File: config.mk
export PLATFORM = sky130hd
export DESIGN_NAME = ad5761_uart_cmd
export DESIGN_NICKNAME = d
export VERILOG_FILES = /design/src/rtl/ad5761_uart_cmd_pkg.sv /design/src/rtl/ad5761_uart_cmd_byte_timeout.sv /design/src/rtl/ad5761_uart_cmd.sv
export SDC_FILE = /design/constraint.sdc
export NUM_CORES = 1
export LEC_CHECK = 0
export CAP_MARGIN = 5
export CORE_MARGIN = 10
export CORE_UTILIZATION = 40
export CTS_CLUSTER_DIAMETER = 150
export DETAILED_ROUTE_END_ITERATION = 16
export PLACE_DENSITY_LB_ADDON = 0.05
export SKIP_LAST_GASP = 1
export SYNTH_ARGS = -nofsm -noshare
export SYNTH_HDL_FRONTEND = slang
export SYNTH_SLANG_ARGS = --single-unit
File: constraint.sdc
create_clock -name iCLK -period 5.2 [get_ports iCLK]
set_clock_uncertainty 0.1 [all_clocks]
set_input_delay 1.04 -clock iCLK [delete_from_list [all_inputs] [get_ports iCLK]]
set_output_delay 1.04 -clock iCLK [all_outputs]
set_load 0.02 [all_outputs]
File: src/rtl/ad5761_uart_cmd_pkg.sv
// Shared types and constants for the AD5761R UART command parser.
package ad5761_uart_pkg;

  typedef enum logic [2:0] {
    HUNT,
    CMD,
    DHI,
    DLO,
    CSUM,
    ISSUE,
    TX_REQ,
    TX_WAIT
  } state_t;

  localparam logic [7:0] SYNC_DEFAULT = 8'hA5;
  localparam logic [7:0] ACK_DEFAULT  = 8'h5A;
  localparam logic [7:0] NAK_DEFAULT  = 8'hEE;

  function automatic logic [7:0] frame_csum(input logic [7:0] cmd,
                                            input logic [7:0] dhi,
                                            input logic [7:0] dlo);
    return cmd ^ dhi ^ dlo;
  endfunction

endpackage

File: src/rtl/ad5761_uart_cmd_byte_timeout.sv
// Inter-byte watchdog: reload restarts the count, expire is high while enabled at zero.
module byte_timeout #(
  parameter int unsigned TIMEOUT_CYC = 24000
) (
  input  logic clk,
  input  logic rst,
  input  logic reload,
  input  logic enable,
  output logic expire
);

  localparam int unsigned W = $clog2(TIMEOUT_CYC + 1);
  localparam logic [W-1:0] LOAD = W'(TIMEOUT_CYC);

  logic [W-1:0] cnt;

  always_ff @(posedge clk) begin
    if (rst) begin
      cnt <= LOAD;
    end else if (reload) begin
      cnt <= LOAD;
    end else if (enable && (cnt != '0)) begin
      cnt <= cnt - W'(1);
    end
  end

  // A reload in the expiry cycle means a byte arrived in time.
  assign expire = enable && !reload && (cnt == '0);

endmodule

File: src/rtl/ad5761_uart_cmd.sv
// Parses {SYNC, CMD, DHI, DLO, CSUM} frames from the UART, issues a 24-bit AD5761R
// write word and answers each frame with ACK or NAK through the UART transmitter.
module ad5761_uart_cmd
  import ad5761_uart_pkg::*;
#(
  parameter int unsigned CLK_FREQ   = 240_000_000,
  parameter int unsigned TIMEOUT_US = 100,
  parameter logic [7:0]  SYNC_BYTE  = SYNC_DEFAULT,
  parameter logic [7:0]  ACK_BYTE   = ACK_DEFAULT,
  parameter logic [7:0]  NAK_BYTE   = NAK_DEFAULT
) (
  input  logic        iCLK,
  input  logic        iRST,
  input  logic        iR,
  input  logic [7:0]  iRDATA,
  output logic        oT_REQ,
  output logic [7:0]  oT_DATA,
  input  logic        iT_DONE,
  output logic        oCMD_VALID,
  output logic [23:0] oCMD_DATA,
  input  logic        iCMD_READY,
  output logic        oBUSY,
  output logic [7:0]  oERR_CNT,
  output logic [7:0]  oDROP_CNT
);

  localparam int unsigned TIMEOUT_CYC = CLK_FREQ / 1_000_000 * TIMEOUT_US;

  state_t      state, state_n;
  logic [7:0]  cmd_q, cmd_n;
  logic [7:0]  dhi_q, dhi_n;
  logic [7:0]  dlo_q, dlo_n;
  logic [1:0]  guard, guard_n;
  logic        t_req, t_req_n;
  logic [7:0]  t_data, t_data_n;
  logic        cmd_valid, cmd_valid_n;
  logic [23:0] cmd_data, cmd_data_n;
  logic [7:0]  err_cnt, err_cnt_n;
  logic [7:0]  drop_cnt, drop_cnt_n;
  logic        err_inc, drop_inc;
  logic        in_frame;
  logic        expire;

  assign in_frame = (state == CMD) || (state == DHI) || (state == DLO) || (state == CSUM);

  byte_timeout #(
    .TIMEOUT_CYC(TIMEOUT_CYC)
  ) u_timeout (
    .clk   (iCLK),
    .rst   (iRST),
    .reload(iR),
    .enable(in_frame),
    .expire(expire)
  );

  always_ff @(posedge iCLK) begin
    if (iRST) begin
      state     <= HUNT;
      cmd_q     <= '0;
      dhi_q     <= '0;
      dlo_q     <= '0;
      guard     <= '0;
      t_req     <= 1'b0;
      t_data    <= '0;
      cmd_valid <= 1'b0;
      cmd_data  <= '0;
      err_cnt   <= '0;
      drop_cnt  <= '0;
    end else begin
      state     <= state_n;
      cmd_q     <= cmd_n;
      dhi_q     <= dhi_n;
      dlo_q     <= dlo_n;
      guard     <= guard_n;
      t_req     <= t_req_n;
      t_data    <= t_data_n;
      cmd_valid <= cmd_valid_n;
      cmd_data  <= cmd_data_n;
      err_cnt   <= err_cnt_n;
      drop_cnt  <= drop_cnt_n;
    end
  end

  always_comb begin
    state_n     = state;
    cmd_n       = cmd_q;
    dhi_n       = dhi_q;
    dlo_n       = dlo_q;
    guard_n     = guard;
    t_req_n     = t_req;
    t_data_n    = t_data;
    cmd_valid_n = cmd_valid;
    cmd_data_n  = cmd_data;
    err_inc     = 1'b0;
    drop_inc    = 1'b0;

    unique case (state)
      HUNT: begin
        if (iR && (iRDATA == SYNC_BYTE)) state_n = CMD;
      end
      CMD: begin
        if (iR) begin
          cmd_n   = iRDATA;
          state_n = DHI;
        end else if (expire) begin
          err_inc = 1'b1;
          state_n = HUNT;
        end
      end
      DHI: begin
        if (iR) begin
          dhi_n   = iRDATA;
          state_n = DLO;
        end else if (expire) begin
          err_inc = 1'b1;
          state_n = HUNT;
        end
      end
      DLO: begin
        if (iR) begin
          dlo_n   = iRDATA;
          state_n = CSUM;
        end else if (expire) begin
          err_inc = 1'b1;
          state_n = HUNT;
        end
      end
      CSUM: begin
        if (iR) begin
          if ((iRDATA == frame_csum(cmd_q, dhi_q, dlo_q)) && (cmd_q[7:4] == 4'h0)) begin
            cmd_data_n  = {4'b0000, cmd_q[3:0], dhi_q, dlo_q};
            cmd_valid_n = 1'b1;
            state_n     = ISSUE;
          end else begin
            t_data_n = NAK_BYTE;
            err_inc  = 1'b1;
            guard_n  = 2'd0;
            state_n  = TX_REQ;
          end
        end else if (expire) begin
          err_inc = 1'b1;
          state_n = HUNT;
        end
      end
      ISSUE: begin
        drop_inc = iR;
        if (iCMD_READY) begin
          cmd_valid_n = 1'b0;
          t_data_n    = ACK_BYTE;
          guard_n     = 2'd0;
          state_n     = TX_REQ;
        end
      end
      TX_REQ: begin
        drop_inc = iR;
        // Keep the request low long enough for the UART's synchroniser to see an edge.
        if (guard == 2'd3) begin
          t_req_n = 1'b1;
          state_n = TX_WAIT;
        end else begin
          guard_n = guard + 2'd1;
        end
      end
      TX_WAIT: begin
        drop_inc = iR;
        if (iT_DONE) begin
          t_req_n = 1'b0;
          state_n = HUNT;
        end
      end
      default: state_n = HUNT;
    endcase

    err_cnt_n  = (err_inc && (err_cnt != 8'hFF)) ? err_cnt + 8'd1 : err_cnt;
    drop_cnt_n = (drop_inc && (drop_cnt != 8'hFF)) ? drop_cnt + 8'd1 : drop_cnt;
  end

  assign oT_REQ     = t_req;
  assign oT_DATA    = t_data;
  assign oCMD_VALID = cmd_valid;
  assign oCMD_DATA  = cmd_data;
  assign oBUSY      = (state != HUNT);
  assign oERR_CNT   = err_cnt;
  assign oDROP_CNT  = drop_cnt;

endmodule

-- After elaboration in Yosys (flattened, before gate mapping)
Index checks and enable logic that the tools add are counted.
- flip-flop bits (word level): 90
- latch bits: 0
- memory bits (writable): 0
- memory bits (read-only): 0
- input bits: 13
- output and inout bits: 51
- word-level logic and storage cells: 102
- memories kept: 0
- add/sub/neg operators: 4
- $mul: 0
- div/mod/pow operators: 0
- $lt $le $gt $ge: 0
- equality and inequality tests: 20
- shift operators: 0
- multiplexer cells: 33
- bitwise operators: 2
- reductions and logical operators: 31
- operators by type and width (cell ; number):
    $mux 3 ; 9
    $mux 8 ; 3
    $pmux 3 s8 ; 1
    $add 8x1->8 const B ; 2
    $ne 8x8->1 const B ; 2
    $pmux 8 s2 ; 1
    $xor 8x8->8 ; 2
    $logic_not 15->1 ; 1
    $reduce_bool 15->1 ; 1
    $sub 15x1->15 const B ; 1
    $ne 2x2->1 const B ; 7
    $eq 3x3->1 const B ; 4
    $reduce_and 4->1 ; 3
    $mux 1 ; 10
    $mux 2 ; 5
    $eq 8x8->1 ; 1
    $eq 8x8->1 const B ; 1
    $logic_and 1x1->1 ; 7
    $eq 3x2->1 const B ; 2
    $pmux 1 s2 ; 3
    $pmux 2 s3 ; 1
    $reduce_and 2->1 ; 3
    $reduce_and 3->1 ; 2
    $reduce_bool 3->1 ; 2
    other kinds (12) ; 16

-- Logic depth before layout (Yosys ltp)
Gate-level depths: netlist (run 1).
- depth in word-level cells: 10
- mapped depth: 9

-- Cells and area by module
Synthesis (run 1) repeated with hierarchy kept, for this count alone.
- cell total of the unflattened synthesis: 476
- area total of the unflattened synthesis: 4169.0 um2
- modules (own cells, without submodules) (module ; times used ; cells each ; area each (um2)):
    ad5761_uart_cmd ; 1 ; 382 ; 3363.2
    byte_timeout ; 1 ; 94 ; 805.8

-- Worst setup path after synthesis (run 1)
OpenSTA, ideal clock, no wires.
- kind: input to register
- start point: in iRDATA[7]
- end point: reg err_cnt[0], in the netlist oERR_CNT[0]
- arrival: 2.400 ns
- data required time: 4.977 ns
- path slack: 2.577 ns
- stages on the path: 6
- buffers on the path: 0
- cells stage by stage: xor2_1 -> xnor2_1 -> nand4_4 -> nor3_4 -> o21ba_2 -> mux2_1
- cells in the longest elaborated chain, start to end: 6
- RTL lines (element ; line ; source):
    start: declaration ; ad5761_uart_cmd.sv:15 ; input logic [7:0] iRDATA,
    $eq 8x8->1 ; ad5761_uart_cmd.sv:130 ; if ((iRDATA == frame_csum(cmd_q, dhi_q, dlo_q)) && (cmd_q[7:4] == 4'h0)) begin
    $logic_and 1x1->1 ; ad5761_uart_cmd.sv:130 ;
    $mux 1 ; ad5761_uart_cmd.sv:130 ;
    $mux 1 ; ad5761_uart_cmd.sv:129 ; if (iR) begin
    $pmux 1 s2 ; ad5761_uart_cmd.sv:97 ; unique case (state)
    $logic_and 1x1->1 ; ad5761_uart_cmd.sv:174 ; err_cnt_n = (err_inc && (err_cnt != 8'hFF)) ? err_cnt + 8'd1 : err_cnt;
    end signal: assignment ; ad5761_uart_cmd.sv:79 ; err_cnt <= err_cnt_n;
    end: declaration ; ad5761_uart_cmd.sv:38 ; logic [7:0] err_cnt, err_cnt_n;
No other way between the ends.
A chain may end at the register's enable or synchronous reset.

-- Worst setup path after layout (run 1)
- start point: reg state[2]
- end point: out oBUSY
- cells in the longest elaborated chain, start to end: 1
- RTL lines (element ; line ; source):
    start: declaration ; ad5761_uart_cmd.sv:29 ; state_t state, state_n;
    start signal: assignment ; ad5761_uart_cmd.sv:70 ; state <= state_n;
    $reduce_bool 3->1 ; ad5761_uart_cmd.sv:182 ; assign oBUSY = (state != HUNT);
    end: declaration ; ad5761_uart_cmd.sv:22 ; output logic oBUSY,
No other way between the ends.

==> results of run 1 <==
-- path summary, 6_finish.rpt --
check,from,depth (start not counted),to,slack [ns]
worst max-delay path,state[2],2,oBUSY,1.95
worst min-delay path,cmd_q[7],2,cmd_q[7],0.36
worst max register to register,state[2],6,oERR_CNT[5],2.62
worst min register to register,cmd_q[7],2,cmd_q[7],0.36
-- per-layer routing --
metal	global-route usage	up-vias	routed length, um
li1	-	1732	-
met1	0.174	1581	4670
met2	0.209	76	4430
met3	0.0465	9	638
met4	0.0442	0	125
met5	0	-	0
-- registers in the layout, indices dropped and copies added, names as in the netlist, 2 cells and up --
register,cells
cmd_q,8
oT_DATA,3
oDROP_CNT,8
dhi_q,8
u_timeout.cnt,15
guard,2
oCMD_DATA,20
state,3
dlo_q,8
oERR_CNT,8
-- cell type report --
cell class                      count  area [um^2]
Fill cell                         999         5280
Multi-Input combinational cell    366         2370
Sequential cell                    85         1700
Timing Repair Buffer               61          598
Tap cell                          136          170
Clock buffer                       11          131
Clock inverter                      5         61.3
Inverter                            5         18.8
-- metrics by stage --
step | area (um^2) | util | setup slack [ns] | hold WS [ns]
floorplan | 4250 | - | 2.58 | 0.336
global placement | 4860 | 0.470 | 1.85 | 0.345
detailed placement | 4860 | 0.470 | 1.80 | 0.349
CTS | 5050 | 0.489 | 1.93 | 0.362
global route | 5050 | 0.489 | 1.86 | 0.388
finish | 5050 | 0.489 | 1.95 | 0.360
-- power by group --
| group | leakage [nW] | internal [W] | switching, W |
|---|---|---|---|
| Sequential | 0.685 | 0.000653 | 0.00000676 |
| Combinational | 0.952 | 0.0000309 | 0.0000496 |
| Clock | 0.0858 | 0.000223 | 0.000244 |
| Total | 1.72 | 0.000907 | 0.000300 |
-- kinds of logic after synthesis --
logic type | count (synthesis) | synth area share
simple gates | 212 | 0.263
compound gates | 66 | 0.0980
mux | 39 | 0.0942
fa+ha+maj | 5 | 0.0148
xor+xnor | 39 | 0.0841
buf+inv | 36 | 0.0437
flops | 85 | 0.401
other cells | 1 | 0.000885
-- worst max-delay path: stages (launching register included) --
cell             delay (ns)
dfxtp_1                0.87
or3_1                  0.26
clkdlybuf4s50_1        0.62
-- cell usage in the layout, fill, tap and decap left out, types with 6 or more instances in the layout --
cell,n
a21oi_1,26
clkbuf_8,9
clkdlybuf4s50_1,57
dfxtp_1,85
mux2_1,7
mux2i_1,32
nand2_1,61
nand2b_1,10
nand3_1,18
nor2_1,66
nor2b_1,9
o21ai_0,6
or3_1,8
xnor2_1,20
xor2_1,17
==> flow_metrics.py, run 1 <==
metrics = {
    "floorplan": {
        "core_area_mm2": 0.0103,
        "io_pins": 64,
        "rows": 37,
        "die_h_um": 123,
        "die_area_mm2": 0.0151,
        "initial_core_util": 0.411,
        "die_width_um": 123,
    },
    "timing": {
        "rsz0062_at_grt": "no",
        "setup_viol": 0,
        "worstMarginPinSlew_ns": 0.987,
        "relSlewSlack": 0.342,
        "timing.final.crit_share": 0.624,
        "fin_tns_setup_ns": 0,
        "timing.fmax_mhz": 308,
        "drv_slew": 0,
        "finalCriticalPeriod_ns": 3.25,
        "hold_violations": 0,
    },
    "routing": {
        "drc": 0,
        "post_drt_wl_per_cell_um": 14.7,
        "via_per_inst": 5.08,
        "first_iter_violations": 223,
        "routed_wl_um": 9870,
        "firstDrtPassIters": 4,
        "vias": 3398,
        "ant_nets": 0,
    },
    "synthesis": {
        "synth_most_common_cell": "dfxtp_1",
        "yosysTopAreaCell": "dfxtp_1",
        "syn_area_per_cell_um2": 8.78,
        "synth-edff-count": 0,
        "synth.top_cell.area_share": 0.401,
        "yosys-top-cells-count": "dfxtp_1, nor2_1, nand2_1, mux2i_1, a21oi_1",
        "ys.flop_type": "dfxtp_1",
        "synth-seq-cells": 85,
        "synth_area_mm2": 0.00424,
        "synthCells": 483,
        "synth_cell_types": 58,
        "ys_seq_area_frac": 0.401,
        "synth-async-reset-ratio": 0,
        "ys_warn_count": 0,
        "synthTopCellsByArea": "dfxtp_1, mux2i_1, nor2_1, nand2_1, xnor2_1",
    },
    "pwr": {
        "p_per_area_mw_per_mm2": 239,
        "leakagePower_nw": 1.72,
        "ir_drop_mv": 0.165,
        "total_power_w": 0.00121,
    },
    "placed_design": {
        "dpl.cell_count": 653,
        "hpwl_um": 7090,
        "gp_congestion": 0.781,
        "placement.io_buffers": 58,
    },
    "clock_tree": {
        "cts_sinks": 85,
        "cts_made_buffers": 9,
        "htree_levels": 3,
        "cts-resized-gates": 0,
        "cts-root-buf": "clkbuf_8",
        "cts.path.max_buffers": 2,
        "tritoncts": "done",
        "clk_pin_slew_worst_paths_ns": 0.09,
        "clk_latency_ns": 0.36,
        "cts_hold_buf": 0,
        "cts_setup_buffers": 0,
    },
    "worst_setup_path": {
        "critPathKind": "reg -> out",
        "cp-end-kind": "output port",
        "cp-start-kind": "flip-flop",
        "cp_max_fo": 25,
        "crit_arrival_ns": 2.11,
        "critPathRequiredTime_ns": 4.06,
    },
    "final_layout": {
        "area_growth_pct": 19.1,
        "fin_nets": 546,
        "drive_gt1_frac": 0.0732,
        "num_antenna_cells": 0,
        "final-instance-count-excl-fill": 669,
    },
    "outcome": {
        "status": "complete, no violations",
    },
    "grt": {
        "grt_first_pass_wirelength_um": 16600,
        "grt-ovfl-total": 0,
        "grt.total_usage": 0.136,
        "antenna_found_initial": 0,
        "grt_pass1_vias": 3276,
        "grt_max_degree": 55,
    },
    "worst_hold_path": {
        "worstHoldPathType": "reg -> reg",
    },
    "job": {
        "cap_viol_max_count": 0,
    },
}
Note: power is estimated with default switching activity, not from simulation.
==> run 2, diff against run 1 <==
==> constraint.sdc (replaced) <==
create_clock -name iCLK -period 2.9 [get_ports iCLK]
set_clock_uncertainty 0.1 [all_clocks]
set_input_delay 0.58 -clock iCLK [delete_from_list [all_inputs] [get_ports iCLK]]
set_output_delay 0.58 -clock iCLK [all_outputs]
set_load 0.02 [all_outputs]
==> run 2 against run 1 <==
Net effect:
- combinational power rose by 98%
- highest routed layer unchanged
- flip-flop and latch count did not move
- critical path type unchanged
- critical path depth did not move
- register-to-register slack got worse by 1.9 ns
- design area rose by 3.3%
- final cell count rose by 3.0%
==> flow_metrics.py, run 2 (synthesis results as in run 1) <==
metrics = {
    "job": {
        "cap_viol_max_count": 0,
    },
    "floorplan": {
        "core_area_mm2": 0.0103,
        "die_h_um": 123,
        "io_pins": 64,
        "die_area_mm2": 0.0151,
        "initial_core_util": 0.411,
        "die_width_um": 123,
        "rows": 37,
    },
    "timing": {
        "holdWs_ns": 0.363,
        "timing.fmax_mhz": 402,
        "rsz0062_at_grt": "no",
        "fin_tns_setup_ns": 0,
        "finalCriticalPeriod_ns": 2.49,
        "relSlewSlack": 0.597,
        "timing.final.crit_share": 0.857,
        "worstMarginPinSlew_ns": 0.602,
        "setup_viol": 0,
        "hold_violations": 0,
        "drv_slew": 0,
    },
    "clock_tree": {
        "cts_hold_buf": 0,
        "cts.path.max_buffers": 2,
        "clk_pin_slew_worst_paths_ns": 0.09,
        "clk_latency_ns": 0.36,
        "cts-resized-gates": 0,
        "tritoncts": "done",
        "cts-root-buf": "clkbuf_8",
        "htree_levels": 3,
        "cts_setup_buffers": 0,
        "cts_made_buffers": 9,
        "cts_sinks": 85,
    },
    "routing": {
        "firstDrtPassIters": 4,
        "post_drt_wl_per_cell_um": 14.6,
        "ant_nets": 0,
        "routed_wl_um": 10000,
        "drc": 0,
        "via_per_inst": 5.02,
        "first_iter_violations": 186,
        "vias": 3457,
    },
    "pwr": {
        "internal_power_w": 0.00166,
        "pwr-share-clk": 0.400,
        "ir_drop_mv": 0.274,
        "switching_share": 0.255,
        "p_per_area_mw_per_mm2": 428,
        "p_sw_w": 0.000569,
        "seqPwrFrac": 0.529,
        "leakagePower_nw": 1.83,
        "p_comb_frac": 0.071,
    },
    "grt": {
        "grt_pass1_vias": 3339,
        "grt_first_pass_wirelength_um": 16900,
        "grt-ovfl-total": 0,
        "grt.total_usage": 0.138,
        "antenna_found_initial": 0,
        "grt_max_degree": 34,
    },
    "worst_setup_path": {
        "cp-start-kind": "flip-flop",
        "r2r_start": "u_timeout.cnt[0]",
        "r2r_end": "oERR_CNT[5]",
        "critPathRequiredTime_ns": 2.22,
        "reg2regPathDepth": 8,
        "crit_arrival_ns": 1.81,
        "cp-end-kind": "output port",
        "r2r_setup_slack_ns": 0.70,
        "critPathKind": "reg -> out",
        "cp_max_fo": 14,
    },
    "placed_design": {
        "gp_congestion": 0.847,
        "hpwl_um": 7350,
        "placement.io_buffers": 58,
        "dpl.cell_count": 673,
    },
    "worst_hold_path": {
        "worstHoldPathType": "reg -> reg",
        "hold_path_end": "cmd_q[4]",
        "hold_start": "cmd_q[4]",
        "hold_depth": 2,
    },
    "final_layout": {
        "num_antenna_cells": 0,
        "final-instance-count-excl-fill": 689,
        "area_growth_pct": 23.0,
        "layout_common_cells": "dfxtp_1, nor2_1, nand2_1",
        "largest_reg_flops": 20,
        "drive_gt1_frac": 0.110,
        "fin_nets": 566,
        "mostFrequentLayoutCell": "dfxtp_1",
    },
    "outcome": {
        "status": "complete, no violations",
    },
}
run 2: power groups by stage:
stage	Combinational, W	Clock (W)	Sequential [W]
floorplan	0.000110	0	0.00120
global placement	0.000159	0	0.00121
detailed placement	0.000159	0	0.00121
CTS	0.000160	0.000922	0.00118
global route	0.000176	0.000977	0.00118
finish	0.000159	0.000894	0.00118
run 2: cell type report:
cell class                 instances  area (um^2)
clock inverter                     6         70.1
sequential                        85         1700
tap                              136          170
multi-input combinational        366         2370
clock buffer                      10          138
inverter                           5         18.8
timing repair buffer              81          748
fill                            1012         5110
run 2: metal layers:
| layer | GRT usage | share of wire | vias up |
|---|---|---|---|
| li1 | - | - | 1766 |
| met1 | 0.185 | 0.47 | 1620 |
| met2 | 0.207 | 0.45 | 67 |
| met3 | 0.0515 | 0.075 | 4 |
| met4 | 0.0317 | 0.0053 | 0 |
| met5 | 0 | 0 | - |
run 2: how the worst max path moves through the flow:
stage                    from             to  slack (ns)  cells after the start
floorplan           iRDATA[7]    oERR_CNT[0]        0.74                      6
global placement    iRDATA[4]   oCMD_DATA[5]        0.07                      8
detailed placement  iRDATA[4]  oCMD_DATA[13]        0.05                      8
CTS                  state[1]          oBUSY        0.39                      2
global route        iRDATA[4]  oCMD_DATA[13]        0.26                      8
finish               state[1]          oBUSY        0.41                      2
run 2: through the flow:
step	util	worst slack, ns	total power (W)	area (um^2)
2_1_floorplan	-	0.737	0.00131	4250
4_1_cts	0.505	0.395	0.00226	5210
3_5_place_dp	0.485	0.0489	0.00137	5010
3_3_place_gp	0.485	0.0740	0.00137	5010
6_report	0.505	0.415	0.00223	5210
5_1_grt	0.505	0.261	0.00234	5210
run 2: worst max-delay path, cell delays in order (launching register included):
cell	delay, ns
dfxtp_1	0.44
or3_1	0.45
clkdlybuf4s50_1	0.56
==> run 3, diff against run 2 <==
--- a/config.mk
+++ b/config.mk
@@ -10,7 +10,7 @@
 export CORE_UTILIZATION = 40
 export CTS_CLUSTER_DIAMETER = 150
 export DETAILED_ROUTE_END_ITERATION = 16
-export PLACE_DENSITY_LB_ADDON = 0.05
+export PLACE_DENSITY = 0.65
 export SKIP_LAST_GASP = 1
 export SYNTH_ARGS = -nofsm -noshare
 export SYNTH_HDL_FRONTEND = slang
==> run 3 against run 2 <==
Net effect:
- non-clock buffer count decreased by 7
- die area did not move
- final cell count fell by 1.2%
- critical path type is now in -> reg
- highest routed layer unchanged
==> flow_metrics.py, run 3 (synthesis results as in run 1) <==
metrics = {
    "floorplan": {
        "die_width_um": 123,
        "die_h_um": 123,
        "die_area_mm2": 0.0151,
        "rows": 37,
        "io_pins": 64,
        "core_area_mm2": 0.0103,
        "initial_core_util": 0.411,
    },
    "pwr": {
        "switching_share": 0.244,
        "p_per_area_mw_per_mm2": 431,
        "ir_drop_mv": 0.346,
        "p_comb_frac": 0.071,
        "total_power_w": 0.00222,
        "seqPwrFrac": 0.530,
        "pwr-share-clk": 0.399,
        "p_sw_w": 0.000542,
        "leakagePower_nw": 1.81,
        "internal_power_w": 0.00168,
    },
    "clock_tree": {
        "clk_pin_slew_worst_paths_ns": 0.09,
        "cts_hold_buf": 0,
        "htree_levels": 3,
        "cts_setup_buffers": 0,
        "tritoncts": "done",
        "cts-root-buf": "clkbuf_8",
        "cts-resized-gates": 0,
        "cts_sinks": 85,
        "clk_latency_ns": 0.37,
        "cts_made_buffers": 9,
        "cts.path.max_buffers": 2,
    },
    "routing": {
        "routed_wl_um": 9790,
        "via_per_inst": 5.06,
        "first_iter_violations": 191,
        "drc": 0,
        "ant_nets": 0,
        "post_drt_wl_per_cell_um": 14.4,
        "vias": 3446,
        "firstDrtPassIters": 4,
    },
    "timing": {
        "finalCriticalPeriod_ns": 2.40,
        "timing.final.crit_share": 0.829,
        "timing.fmax_mhz": 416,
        "worstMarginPinSlew_ns": 0.529,
        "drv_slew": 0,
        "setup_viol": 0,
        "rsz0062_at_grt": "no",
        "fin_tns_setup_ns": 0,
        "hold_violations": 0,
        "holdWs_ns": 0.365,
        "relSlewSlack": 0.646,
    },
    "grt": {
        "grt_first_pass_wirelength_um": 16700,
        "grt_pass1_vias": 3382,
        "grt_max_degree": 27,
        "antenna_found_initial": 0,
        "grt.total_usage": 0.137,
        "grt-ovfl-total": 0,
    },
    "final_layout": {
        "layout_common_cells": "dfxtp_1, nor2_1, nand2_1",
        "fin_nets": 559,
        "drive_gt1_frac": 0.0972,
        "fin_area_mm2": 0.00516,
        "num_antenna_cells": 0,
        "post-route-util": 0.500,
        "largest_reg_flops": 20,
        "mostFrequentLayoutCell": "dfxtp_1",
        "area_growth_pct": 21.7,
        "n_fill_cell": 1015,
    },
    "worst_setup_path": {
        "cp_max_fo": 6,
        "r2r_start": "u_timeout.cnt[0]",
        "cp-start-kind": "input pin",
        "cp-end-kind": "flip-flop",
        "critPathKind": "in -> reg",
        "critPathRequiredTime_ns": 3.06,
        "crit_arrival_ns": 2.57,
        "crit_start": "iRDATA[2]",
    },
    "worst_hold_path": {
        "worstHoldPathType": "reg -> reg",
        "hold_start": "cmd_q[4]",
    },
    "placed_design": {
        "hpwl_um": 7330,
        "placement.io_buffers": 58,
        "place_area_mm2": 0.00495,
        "gp_congestion": 0.786,
    },
    "job": {
        "cap_viol_max_count": 0,
    },
    "outcome": {
        "status": "complete, no violations",
    },
}
[run 3: final cells by class]
cell class,instances,area (um^2),area share
clock buffers,11,151,0.0293
clock inverters,4,55.1,0.0107
inverters,5,18.8,0.00364
multi-input cells,366,2370,0.459
flip-flops and latches,85,1700,0.330
well taps,136,170,0.0330
repair buffers,74,696,0.135
[run 3: critical path, cell delays in order]
cell	delay (ns)
clkdlybuf4s50_1	0.55
xor2_1	0.19
xnor2_1	0.20
nand4_4	0.18
nor3_4	0.32
o21ba_2	0.22
mux2_1	0.31
[run 3: routing by layer]
| layer | track usage | share of wire | vias to the layer above |
|---|---|---|---|
| li1 | - | - | 1754 |
| met1 | 0.161 | 0.44 | 1618 |
| met2 | 0.226 | 0.49 | 61 |
| met3 | 0.0469 | 0.054 | 13 |
| met4 | 0.0515 | 0.015 | 0 |
| met5 | 0 | 0 | - |
[run 3: power groups by stage]
stage | clock network, W | logic [W] | registers (W)
floorplan | 0 | 0.000110 | 0.00120
global placement | 0 | 0.000154 | 0.00121
detailed placement | 0 | 0.000158 | 0.00121
CTS | 0.000919 | 0.000158 | 0.00118
global route | 0.000970 | 0.000173 | 0.00118
finish | 0.000886 | 0.000158 | 0.00118
[run 3: per-stage QoR]
| stage | setup WS [ns] | std cells |
|---|---|---|
| after CTS | 0.474 | 681 |
| after detailed placement | 0.0672 | 666 |
| after floorplan | 0.737 | 487 |
| after global routing | 0.353 | 681 |
| after global placement | 0.125 | 666 |
| final | 0.496 | 681 |
[run 3: path summary, 6_finish.rpt]
path	slack [ns]	cells past startpoint	to
hold / removal	0.37	2	cmd_q[4]
setup reg to reg	0.57	8	oERR_CNT[5]
setup / recovery	0.50	7	oERR_CNT[0]
hold reg to reg	0.37	2	cmd_q[4]
